--- src/rtl/red_pitaya_iq_sweep_sequencer_if.sv ---
// Result handshake between the sweep sequencer and the readout path.
// The sequencer drives the integrated pair; the readout returns ready.
interface red_pitaya_iq_sweep_sequencer_if #(
    parameter int ACCBITS = 48
) ();
    logic signed [ACCBITS-1:0] acc1_o;
    logic signed [ACCBITS-1:0] acc2_o;
    logic        [15:0]        point_idx_o;
    logic                      valid_o;
    logic                      ready_i;

    modport master (
        output acc1_o,
        output acc2_o,
        output point_idx_o,
        output valid_o,
        input  ready_i
    );

    modport slave (
        input  acc1_o,
        input  acc2_o,
        input  point_idx_o,
        input  valid_o,
        output ready_i
    );
endinterface

--- src/rtl/red_pitaya_iq_sweep_sequencer.sv ---
// Network-analyzer sweep sequencer: steps the NCO, waits for settling,
// integrates both demodulator outputs and hands each point to readout.
module red_pitaya_iq_sweep_sequencer #(
    parameter int OUTBITS   = 18,
    parameter int ACCBITS   = 48,
    parameter int PHASEBITS = 32,
    parameter int CNTBITS   = 32
) (
    input  logic                        clk_i,
    input  logic                        rstn_i,
    input  logic                        start_i,
    input  logic                        abort_i,
    input  logic        [PHASEBITS-1:0] freq_start_i,
    input  logic        [PHASEBITS-1:0] freq_step_i,
    input  logic        [15:0]          points_i,
    input  logic        [CNTBITS-1:0]   settle_i,
    input  logic        [CNTBITS-1:0]   avg_i,
    input  logic signed [OUTBITS-1:0]   demod1_i,
    input  logic signed [OUTBITS-1:0]   demod2_i,
    red_pitaya_iq_sweep_sequencer_if.master res,
    output logic        [PHASEBITS-1:0] phase_inc_o,
    output logic                        phase_rst_o,
    output logic                        busy_o,
    output logic                        done_o
);
    typedef enum logic [2:0] {
        IDLE, LOAD, SETTLE, ACQ, OUT, DONE
    } state_t;

    state_t                     state;
    logic        [PHASEBITS-1:0] freq;
    logic        [PHASEBITS-1:0] step;
    logic        [15:0]          last;
    logic        [15:0]          idx;
    logic        [CNTBITS-1:0]   settle;
    logic        [CNTBITS-1:0]   avg;
    logic        [CNTBITS-1:0]   cnt;
    logic signed [ACCBITS-1:0]   acc1;
    logic signed [ACCBITS-1:0]   acc2;
    logic                        valid;
    logic signed [ACCBITS-1:0]   d1x;
    logic signed [ACCBITS-1:0]   d2x;

    assign d1x = {{(ACCBITS-OUTBITS){demod1_i[OUTBITS-1]}}, demod1_i};
    assign d2x = {{(ACCBITS-OUTBITS){demod2_i[OUTBITS-1]}}, demod2_i};

    assign res.acc1_o      = acc1;
    assign res.acc2_o      = acc2;
    assign res.point_idx_o = idx;
    assign res.valid_o     = valid;

    always_ff @(posedge clk_i) begin
        if (!rstn_i) begin
            state       <= IDLE;
            freq        <= '0;
            step        <= '0;
            last        <= '0;
            idx         <= '0;
            settle      <= '0;
            avg         <= '0;
            cnt         <= '0;
            acc1        <= '0;
            acc2        <= '0;
            valid       <= 1'b0;
            phase_inc_o <= '0;
            phase_rst_o <= 1'b0;
            busy_o      <= 1'b0;
            done_o      <= 1'b0;
        end else if (abort_i && state != IDLE) begin
            // abort wins over a same-cycle handshake
            state       <= IDLE;
            valid       <= 1'b0;
            phase_rst_o <= 1'b0;
            busy_o      <= 1'b0;
            done_o      <= 1'b0;
        end else begin
            unique case (state)
                IDLE: begin
                    if (start_i) begin
                        freq        <= freq_start_i;
                        step        <= freq_step_i;
                        last        <= (points_i == '0) ? '0 : points_i - 16'd1;
                        settle      <= settle_i;
                        avg         <= (avg_i == '0) ? CNTBITS'(1) : avg_i;
                        idx         <= '0;
                        busy_o      <= 1'b1;
                        phase_rst_o <= 1'b1;
                        state       <= LOAD;
                    end
                end
                LOAD: begin
                    phase_inc_o <= freq;
                    phase_rst_o <= 1'b0;
                    if (settle == '0) begin
                        cnt   <= avg;
                        acc1  <= '0;
                        acc2  <= '0;
                        state <= ACQ;
                    end else begin
                        cnt   <= settle;
                        state <= SETTLE;
                    end
                end
                SETTLE: begin
                    if (cnt == CNTBITS'(1)) begin
                        cnt   <= avg;
                        acc1  <= '0;
                        acc2  <= '0;
                        state <= ACQ;
                    end else begin
                        cnt <= cnt - CNTBITS'(1);
                    end
                end
                ACQ: begin
                    acc1 <= acc1 + d1x;
                    acc2 <= acc2 + d2x;
                    if (cnt == CNTBITS'(1)) begin
                        valid <= 1'b1;
                        state <= OUT;
                    end else begin
                        cnt <= cnt - CNTBITS'(1);
                    end
                end
                OUT: begin
                    if (valid && res.ready_i) begin
                        valid <= 1'b0;
                        if (idx == last) begin
                            done_o <= 1'b1;
                            state  <= DONE;
                        end else begin
                            idx   <= idx + 16'd1;
                            freq  <= freq + step;
                            state <= LOAD;
                        end
                    end
                end
                DONE: begin
                    done_o <= 1'b0;
                    busy_o <= 1'b0;
                    state  <= IDLE;
                end
                default: state <= IDLE;
            endcase
        end
    end
endmodule

--- src/flat_wrapper.sv ---
// flat-port wrapper written by rule: the top's interface ports become plain ports
module red_pitaya_iq_sweep_sequencer_flat 
#(
    parameter int OUTBITS   = 18,
    parameter int ACCBITS   = 48,
    parameter int PHASEBITS = 32,
    parameter int CNTBITS   = 32
)
  (clk_i, rstn_i, start_i, abort_i, freq_start_i, freq_step_i, points_i, settle_i, avg_i, demod1_i, demod2_i, phase_inc_o, phase_rst_o, busy_o, done_o, res_acc1_o, res_acc2_o, res_point_idx_o, res_valid_o, res_ready_i);
  red_pitaya_iq_sweep_sequencer_if #(.ACCBITS(ACCBITS)) res_i ();
  input  logic clk_i;
  input  logic rstn_i;
  input  logic start_i;
  input  logic abort_i;
  input  logic        [PHASEBITS-1:0] freq_start_i;
  input  logic        [PHASEBITS-1:0] freq_step_i;
  input  logic        [15:0] points_i;
  input  logic        [CNTBITS-1:0] settle_i;
  input  logic        [CNTBITS-1:0] avg_i;
  input  logic signed [OUTBITS-1:0] demod1_i;
  input  logic signed [OUTBITS-1:0] demod2_i;
  output logic        [PHASEBITS-1:0] phase_inc_o;
  output logic phase_rst_o;
  output logic busy_o;
  output logic done_o;
  output wire logic [$bits(res_i.acc1_o)-1:0] res_acc1_o;
  output wire logic [$bits(res_i.acc2_o)-1:0] res_acc2_o;
  output wire logic [$bits(res_i.point_idx_o)-1:0] res_point_idx_o;
  output wire logic [$bits(res_i.valid_o)-1:0] res_valid_o;
  input wire logic [$bits(res_i.ready_i)-1:0] res_ready_i;
  assign res_acc1_o = res_i.acc1_o;
  assign res_acc2_o = res_i.acc2_o;
  assign res_point_idx_o = res_i.point_idx_o;
  assign res_valid_o = res_i.valid_o;
  assign res_i.ready_i = res_ready_i;
  red_pitaya_iq_sweep_sequencer #(.OUTBITS(OUTBITS), .ACCBITS(ACCBITS), .PHASEBITS(PHASEBITS), .CNTBITS(CNTBITS)) u_core (.clk_i(clk_i), .rstn_i(rstn_i), .start_i(start_i), .abort_i(abort_i), .freq_start_i(freq_start_i), .freq_step_i(freq_step_i), .points_i(points_i), .settle_i(settle_i), .avg_i(avg_i), .demod1_i(demod1_i), .demod2_i(demod2_i), .res(res_i), .phase_inc_o(phase_inc_o), .phase_rst_o(phase_rst_o), .busy_o(busy_o), .done_o(done_o));
endmodule
--- config.mk ---
export PLATFORM = sky130hd
export DESIGN_NAME = red_pitaya_iq_sweep_sequencer_flat
export DESIGN_NICKNAME = d
export VERILOG_FILES = /design/src/rtl/red_pitaya_iq_sweep_sequencer_if.sv /design/src/rtl/red_pitaya_iq_sweep_sequencer.sv /design/src/flat_wrapper.sv
export SDC_FILE = /design/constraint.sdc
export NUM_CORES = 1
export LEC_CHECK = 0
export ABC_AREA = 1
export ABC_CLOCK_PERIOD_IN_PS = 5900
export CORE_ASPECT_RATIO = 1.4
export CORE_MARGIN = 5
export CORE_UTILIZATION = 42
export CTS_CLUSTER_SIZE = 10
export DETAILED_ROUTE_END_ITERATION = 7
export SYNTH_ARGS = -nofsm -noshare
export SYNTH_HDL_FRONTEND = slang
export SYNTH_SLANG_ARGS = --single-unit
--- constraint.sdc ---
create_clock -name clk_i -period 5.9 [get_ports clk_i]
set_input_delay 0.59 -clock clk_i [delete_from_list [all_inputs] [get_ports clk_i]]
set_output_delay 0.59 -clock clk_i [all_outputs]
set_load 0.01 [all_outputs]
==> impl_metrics.prom, run 1 <==
# TYPE chip_impl_metric gauge
chip_impl_info{name="synth_top_family_by_area",value="simple AND/OR/NAND/NOR gates"} 1
chip_impl_metric{name="r2r.worst_path.cells",unit=""} 8
chip_impl_metric{name="floorplan.die_area",unit="um2"} 63900
chip_impl_metric{name="die_height",unit="um"} 297
chip_impl_metric{name="grt_antenna_before_repair",unit=""} 3
chip_impl_metric{name="max_stage_delay",unit="ns"} 0.84
chip_impl_metric{name="die_outline_width",unit="um"} 215
chip_impl_info{name="critical_path_class",value="register to register"} 1
chip_impl_info{name="critical_path.reg2reg.endpoint",value="u_core.cnt[21]"} 1
chip_impl_metric{name="post_synth_inst_count",unit=""} 4291
chip_impl_metric{name="final_min_period_over_clock_period",unit="%"} 63.7
chip_impl_info{name="grt_setup_unrepaired",value="false"} 1
chip_impl_metric{name="max_cap_viol_count",unit=""} 0
chip_impl_info{name="critical_path.cell_chain",value="nor2_1 -> nand2_1 -> nor4_1 -> nand3_1 -> nand2_1 -> inv_1 -> o21ai_0 -> nor2_1"} 1
chip_impl_info{name="tritoncts",value="yes"} 1
chip_impl_metric{name="vdd_drop_max",unit="mV"} 0.269
chip_impl_metric{name="grt_max_degree",unit=""} 91
chip_impl_metric{name="worst-slew-pin-transition",unit="ns"} 1.21
chip_impl_metric{name="grt_first_pass_wirelength",unit="um"} 140000
chip_impl_metric{name="core_region_area",unit="um2"} 58500
chip_impl_metric{name="numCtsBuffers",unit=""} 42
chip_impl_metric{name="drive_gt1_share",unit="%"} 3.21
chip_impl_info{name="outcome",value="completed"} 1
chip_impl_metric{name="timing_hold_violations_final",unit=""} 0
chip_impl_metric{name="top_level_ports",unit=""} 333
chip_impl_info{name="r2r_start",value="u_core.cnt[24]"} 1
chip_impl_metric{name="synth.distinct_cells",unit=""} 41
chip_impl_metric{name="placement_rows",unit=""} 105
chip_impl_metric{name="grt_util_all_layers",unit="%"} 26.9
chip_impl_metric{name="synth-xor-area-share",unit="%"} 3.33
chip_impl_info{name="endpoint",value="u_core.cnt[21]"} 1
chip_impl_metric{name="wire_per_inst",unit="um"} 16.8
chip_impl_metric{name="synth_compound_gate_area_share",unit="%"} 12.5
chip_impl_metric{name="synth_area_in_adders",unit="%"} 6.77
chip_impl_metric{name="critPathMaxFanout",unit=""} 42
chip_impl_metric{name="setup_viol",unit=""} 0
chip_impl_info{name="crit_path_start",value="u_core.cnt[24]"} 1
chip_impl_metric{name="max_clock_freq",unit="MHz"} 266
chip_impl_info{name="end_kind",value="register"} 1
chip_impl_metric{name="slew-limit-headroom",unit="%"} 19.1
chip_impl_metric{name="drv_slew",unit=""} 0
chip_impl_metric{name="post_cts_buffers",unit=""} 0
chip_impl_metric{name="timing.final.crit_period",unit="ns"} 3.76
chip_impl_metric{name="design.final.nets",unit=""} 4880
chip_impl_metric{name="clkLatencyLatePin",unit="ns"} 0.59
chip_impl_metric{name="pnr_worst_setup_slack",unit="ns"} 2.14
chip_impl_metric{name="clock_tree.buffer_depth",unit=""} 3
chip_impl_metric{name="via_count_of_the_first_global_routing_pass",unit=""} 26000
chip_impl_metric{name="route.final.wire_length",unit="um"} 89800
chip_impl_metric{name="cts_max_level",unit=""} 2
chip_impl_metric{name="port-buffer-count",unit=""} 332
chip_impl_info{name="hp-class",value="register to register"} 1
chip_impl_metric{name="final_antenna_net_count",unit=""} 0
chip_impl_metric{name="syn-cell-area",unit="um2"} 24700
chip_impl_metric{name="synth.mux.area_fraction",unit="%"} 0
chip_impl_metric{name="synth_seq_cells",unit=""} 327
chip_impl_metric{name="vias_per_cell",unit=""} 5.01
chip_impl_metric{name="power.density_cell_area",unit="nW/um2"} 309
chip_impl_metric{name="synth_fp_nets",unit=""} 4608
chip_impl_metric{name="synth-seq-area-share",unit="%"} 26.5
chip_impl_metric{name="fin_tns_setup",unit="ns"} 0
chip_impl_metric{name="finalClockSkew",unit="ns"} 0.0269
chip_impl_metric{name="finalPower",unit="mW"} 9.26
chip_impl_metric{name="synthesis_warning_total",unit=""} 0
chip_impl_metric{name="detailedPlacementHpwl",unit="um"} 69800
chip_impl_metric{name="cellLeakagePower",unit="nW"} 14.6
chip_impl_metric{name="vias",unit=""} 26700
chip_impl_metric{name="drc",unit=""} 0
chip_impl_metric{name="ff_to_ff_setup_slack",unit="ns"} 2.14
chip_impl_metric{name="pre_cts_ws",unit="ns"} 2.18
chip_impl_metric{name="syn-mean-instance-area",unit="um2"} 5.77
chip_impl_metric{name="areaGrowthSynthToFinish",unit="%"} 21.1
chip_impl_metric{name="drt-initial-drc-count",unit=""} 1661
chip_impl_metric{name="clkTransAtPathRegs",unit="ns"} 0.06
chip_impl_metric{name="gpl.final_weighted_congestion",unit=""} 0.950
chip_impl_info{name="crit_slowest_cell",value="sky130_fd_sc_hd__inv_1"} 1
chip_impl_info{name="start_kind",value="register"} 1
chip_impl_metric{name="ctsResizeCount",unit=""} 0
chip_impl_metric{name="start_util",unit="%"} 42.3
chip_impl_metric{name="worstPathArrival",unit="ns"} 4.23
chip_impl_metric{name="detailedRoute.firstPassIterationCount",unit=""} 8
chip_impl_metric{name="synth_simple_gate_area_share",unit="%"} 38.5
chip_impl_metric{name="clock_sinks",unit=""} 327
chip_impl_info{name="cts_root_buf",value="sky130_fd_sc_hd__clkbuf_16"} 1
chip_impl_metric{name="timing.hold.worst_path_depth",unit=""} 2
chip_impl_metric{name="ctsHoldBuffers",unit=""} 0
chip_impl_metric{name="worst_ep_required",unit="ns"} 6.37
chip_impl_metric{name="grt-ovfl-total",unit=""} 0
[synth_stat cells, drive strengths merged]
| cell | count | area share, % |
|---|---|---|
| nor3b | 2 | 0.061 |
| nor2 | 480 | 7.4 |
| and3 | 3 | 0.076 |
| o22ai | 10 | 0.25 |
| clkbuf | 92 | 1.4 |
| nor4 | 10 | 0.25 |
| nand3b | 9 | 0.27 |
| nand3 | 255 | 5.4 |
| a211oi | 7 | 0.21 |
| nor3 | 32 | 0.67 |
| or2 | 29 | 0.73 |
| o21a | 3 | 0.091 |
| nand4 | 49 | 1.2 |
| dfxtp | 327 | 26 |
| o211ai | 1 | 0.030 |
| xor2 | 63 | 2.2 |
| buf | 29 | 0.71 |
| o21ai | 169 | 3.4 |
| xnor2 | 31 | 1.1 |
| ha | 129 | 6.5 |
| a21o | 9 | 0.27 |
| fa | 3 | 0.24 |
| inv | 684 | 10 |
| a21oi | 386 | 7.9 |
| and2 | 2 | 0.051 |
| nand2 | 1466 | 22 |
| o21bai | 8 | 0.24 |
| nor2b | 1 | 0.025 |
| a22oi | 2 | 0.061 |
[through the flow]
stage               util [%]  instances  area [um2]  hold WS, ns
finish                  51.3       5336       30000        0.467
global route            51.3       5335       30000        0.486
CTS                     51.2       5333       30000        0.467
detailed placement      49.0       5268       28600        0.458
global placement        49.0       5268       28600        0.454
floorplan                  -       4291       24700        0.443
[worst min path at each step]
stage	slack (ns)	endpoint	startpoint
6_report	0.47	u_core.last[13]	u_core.last[13]
5_1_grt	0.49	u_core.last[13]	u_core.last[13]
4_1_cts	0.47	u_core.last[13]	u_core.last[13]
3_5_place_dp	0.46	u_core.last[13]	u_core.last[13]
3_3_place_gp	0.45	u_core.avg[19]	u_core.avg[19]
2_1_floorplan	0.44	u_core.settle[8]	u_core.settle[8]
[layout by cell type, fill, tap and decap left out, drive strengths merged, types with 2 or more instances in the layout]
cell type,instances
nand2,1466
nor2,480
inv,686
clkbuf,56
nand3,255
a211oi,7
nand4,49
o21bai,8
o22ai,10
o21a,3
o21ai,169
xor2,63
a21oi,386
a22oi,2
dfxtp,327
or2,29
buf,19
fa,3
clkdlybuf4s50,330
xnor2,31
a21o,9
diode,3
nor4,10
bufinv,2
and2,2
clkinv,4
ha,129
nor3b,2
nand3b,9
nor3,32
and3,3
[area by class of cell]
cell class                      count  area [um2]
Antenna cell                        3        7.51
Fill cell                        6316       28500
Inverter                          684        2570
Sequential cell                   327        6550
Clock inverter                      9         141
Tap cell                          749         937
Timing Repair Buffer              349        3460
Multi-Input combinational cell   3159       15100
Clock buffer                       56        1170
[power breakdown]
group / internal (mW) / total [mW] / switching (mW) / leakage (nW)
clock: 1.48 / 2.56 / 1.08 / 0.642
sequential: 2.67 / 3.05 / 0.384 / 2.67
combinational: 1.26 / 3.66 / 2.39 / 11.3
[state kept, by name, summed over array words and instances (netlist names)]
signal                  count
u_core.res.point_idx_o     16
u_core.res.acc2_o          48
u_core.freq                32
u_core.cnt                 32
u_core.phase_inc_o         32
u_core.avg                 32
u_core.step                32
u_core.busy_o               1
u_core.settle              32
u_core.res.acc1_o          48
u_core.state                3
u_core.last                16
u_core.res.valid_o          1
u_core.done_o               1
u_core.phase_rst_o          1
[per-layer routing]
| metal | up-vias | wire, um | GRT usage (%) |
|---|---|---|---|
| met5 | - | 0 | 0 |
| met4 | 0 | 3470 | 9.64 |
| met3 | 164 | 4290 | 3.97 |
| met2 | 632 | 44400 | 48.7 |
| met1 | 12000 | 37600 | 32.2 |
| li1 | 13900 | - | - |
[cells by family (layout without fill, tap and decap cells)]
logic type	after synthesis	in the layout
buffers and inverters	805	1098
XOR/XNOR	94	94
AND/OR/NAND/NOR	2338	2338
AO/OA/AOI/OAI	595	595
adder cells (fa/ha/maj)	132	132
other	0	3
flip-flops	327	327
[critical path: cells and delay by family (launching register included)]
kind / cells / cell delay [ns]
AND/OR/NAND/NOR: 6 / 2.01
AO/OA/AOI/OAI: 1 / 0.42
buffers and inverters: 1 / 0.84
flip-flops: 1 / 0.33
Note: power is estimated with default switching activity, not from simulation.
==> inputs of run 2 (changes only) <==
Settings changed: ABC_CLOCK_PERIOD_IN_PS 5900 to 3100, PLACE_DENSITY set to 0.66.
Clock period 5.9 ns to 3.1 ns, I/O delays scaled along.
==> impl_metrics.prom, run 2 (synthesis results as in run 1) <==
# TYPE chip_impl_metric gauge
chip_impl_metric{name="ff_to_ff_setup_slack",unit="ns"} 0.46
chip_impl_metric{name="design.final.nets",unit=""} 4901
chip_impl_metric{name="drt-initial-drc-count",unit=""} 1633
chip_impl_metric{name="worst_ep_required",unit="ns"} 3.54
chip_impl_metric{name="die_height",unit="um"} 297
chip_impl_info{name="start_kind",value="register"} 1
chip_impl_metric{name="detailedPlacementHpwl",unit="um"} 70600
chip_impl_metric{name="max_stage_delay",unit="ns"} 0.39
chip_impl_info{name="endpoint",value="u_core.freq[28]"} 1
chip_impl_metric{name="critPathMaxFanout",unit=""} 5
chip_impl_info{name="outcome",value="completed"} 1
chip_impl_metric{name="worstPathArrival",unit="ns"} 3.08
chip_impl_metric{name="ctsHoldBuffers",unit=""} 0
chip_impl_metric{name="core_region_area",unit="um2"} 58500
chip_impl_info{name="critical_path_class",value="register to register"} 1
chip_impl_info{name="crit_path_start",value="u_core.step[0]"} 1
chip_impl_info{name="critical_path.cell_chain",value="ha_1 -> inv_1 -> fa_1 -> inv_1 -> nand3_1 -> nand3_1 -> nand2_1 -> nand3_1 -> nand2_1 -> nand3_1 -> nand3_1 -> nand2_1 -> a21oi_1"} 1
chip_impl_metric{name="worst_hold_slack",unit="ns"} 0.127
chip_impl_metric{name="start_util",unit="%"} 42.3
chip_impl_metric{name="r2r.worst_path.cells",unit=""} 13
chip_impl_metric{name="slew-limit-headroom",unit="%"} 26.4
chip_impl_metric{name="max_clock_freq",unit="MHz"} 379
chip_impl_metric{name="pnr_worst_setup_slack",unit="ns"} 0.460
chip_impl_metric{name="clock_sinks",unit=""} 327
chip_impl_info{name="tritoncts",value="yes"} 1
chip_impl_info{name="r2r_start",value="u_core.step[0]"} 1
chip_impl_metric{name="ctsResizeCount",unit=""} 0
chip_impl_metric{name="grt-ovfl-total",unit=""} 0
chip_impl_metric{name="finalClockSkew",unit="ns"} 0.0278
chip_impl_info{name="end_kind",value="register"} 1
chip_impl_metric{name="drc",unit=""} 0
chip_impl_metric{name="cts_max_level",unit=""} 2
chip_impl_metric{name="final_min_period_over_clock_period",unit="%"} 85.2
chip_impl_metric{name="vias_per_cell",unit=""} 5.07
chip_impl_info{name="mostFrequentLayoutCell",value="sky130_fd_sc_hd__nand2_1"} 1
chip_impl_metric{name="drive_gt1_share",unit="%"} 3.56
chip_impl_metric{name="wire_per_inst",unit="um"} 16.7
chip_impl_metric{name="timing.final.crit_period",unit="ns"} 2.64
chip_impl_metric{name="power.density_cell_area",unit="nW/um2"} 580
chip_impl_metric{name="detailedRoute.firstPassIterationCount",unit=""} 5
chip_impl_metric{name="max_cap_viol_count",unit=""} 0
chip_impl_metric{name="cellLeakagePower",unit="nW"} 14.7
chip_impl_metric{name="placement_rows",unit=""} 105
chip_impl_metric{name="timing_hold_violations_final",unit=""} 0
chip_impl_metric{name="vdd_drop_max",unit="mV"} 0.425
chip_impl_metric{name="port-buffer-count",unit=""} 332
chip_impl_metric{name="gpl.final_weighted_congestion",unit=""} 1.01
chip_impl_metric{name="finalPower",unit="mW"} 17.5
chip_impl_metric{name="final_antenna_net_count",unit=""} 0
chip_impl_metric{name="via_count_of_the_first_global_routing_pass",unit=""} 26100
chip_impl_metric{name="numCtsBuffers",unit=""} 41
chip_impl_metric{name="grt_antenna_before_repair",unit=""} 3
chip_impl_metric{name="route.final.wire_length",unit="um"} 89500
chip_impl_info{name="critical_path.reg2reg.endpoint",value="u_core.freq[28]"} 1
chip_impl_metric{name="grt_max_degree",unit=""} 108
chip_impl_metric{name="pre_cts_ws",unit="ns"} 0.229
chip_impl_metric{name="vias",unit=""} 27100
chip_impl_info{name="layout_common_cells",value="sky130_fd_sc_hd__nand2_1, sky130_fd_sc_hd__inv_1, sky130_fd_sc_hd__nor2_1"} 1
chip_impl_metric{name="post_cts_buffers",unit=""} 0
chip_impl_metric{name="grt_first_pass_wirelength",unit="um"} 138000
chip_impl_metric{name="setup_viol",unit=""} 0
chip_impl_metric{name="placedCellCount",unit=""} 5290
chip_impl_metric{name="clkLatencyLatePin",unit="ns"} 0.59
chip_impl_metric{name="post_layout_nonfiller_instances",unit=""} 5354
chip_impl_info{name="cts_root_buf",value="sky130_fd_sc_hd__clkbuf_16"} 1
chip_impl_metric{name="grt_util_all_layers",unit="%"} 26.6
chip_impl_metric{name="clock_tree.buffer_depth",unit=""} 3
chip_impl_info{name="crit_top_cell",value="sky130_fd_sc_hd__nand3_1"} 1
chip_impl_metric{name="top_level_ports",unit=""} 333
chip_impl_metric{name="worst-slew-pin-transition",unit="ns"} 1.10
chip_impl_metric{name="drv_slew",unit=""} 0
chip_impl_metric{name="floorplan.die_area",unit="um2"} 63900
chip_impl_metric{name="areaGrowthSynthToFinish",unit="%"} 22.0
chip_impl_info{name="crit_slowest_cell",value="sky130_fd_sc_hd__fa_1"} 1
chip_impl_info{name="hp-class",value="primary input to register"} 1
chip_impl_metric{name="die_outline_width",unit="um"} 215
chip_impl_metric{name="clkTransAtPathRegs",unit="ns"} 0.06
chip_impl_info{name="grt_setup_unrepaired",value="false"} 1
chip_impl_metric{name="fin_tns_setup",unit="ns"} 0
==> run 2: routing by layer <==
layer / wire length, um / GRT usage [%] / vias to the layer above / share of wire, %
li1: - / - / 14000 / -
met1: 35200 / 30.1 / 12200 / 39
met2: 45100 / 49.2 / 747 / 50
met3: 4750 / 3.87 / 228 / 5.3
met4: 4480 / 12.1 / 2 / 5.0
met5: 8 / 0 / - / 0.0089
==> run 2: metrics by stage <==
step	util, %	cell area (um2)
2_1_floorplan	-	24700
3_3_place_gp	49.5	28900
3_5_place_dp	49.5	28900
4_1_cts	51.6	30200
5_1_grt	51.6	30200
6_report	51.6	30200
==> run 2: power by group <==
part           switching, mW  internal, mW  leakage (nW)
Combinational           4.61          2.50          11.4
Clock                   1.98          2.65         0.612
Sequential             0.702          5.07          2.67
==> run 2: final cells by class <==
| type | instances | area [um2] |
|---|---|---|
| flip-flops and latches | 327 | 6550 |
| clock buffers | 55 | 1140 |
| inverters | 684 | 2570 |
| clock inverters | 7 | 111 |
| fillers | 6157 | 28300 |
| repair buffers | 371 | 3740 |
| multi-input cells | 3159 | 15100 |
| well taps | 749 | 937 |
| diodes | 2 | 5.00 |
==> run 2: critical path, delay by kind of cell, from the launching register on <==
kind,cells,cell delay [ns]
AO/OA/AOI/OAI,1,0.06
adder cells (fa/ha/maj),2,0.65
buffers and inverters,2,0.25
flip-flops,1,0.38
AND/OR/NAND/NOR,8,1.14
==> run 2: how the worst min path moves through the flow <==
stage               cells past startpoint  slack (ns)                from                      to
floorplan                               2        0.44    u_core.settle[8]        u_core.settle[8]
global placement                        2        0.45  u_core.phase_rst_o      u_core.phase_rst_o
detailed placement                      2        0.45  u_core.phase_rst_o      u_core.phase_rst_o
CTS                                     3        0.09              rstn_i   u_core.phase_inc_o[6]
global route                            3        0.11              rstn_i  u_core.phase_inc_o[10]
finish                                  3        0.13              rstn_i   u_core.phase_inc_o[6]
==> inputs of run 3 (changes only) <==
Settings changed: CAP_MARGIN set to 15, SKIP_LAST_GASP set to 1.
==> results of run 3 <==
No change in the layout: final DEF, timing and power equal those of run 2.
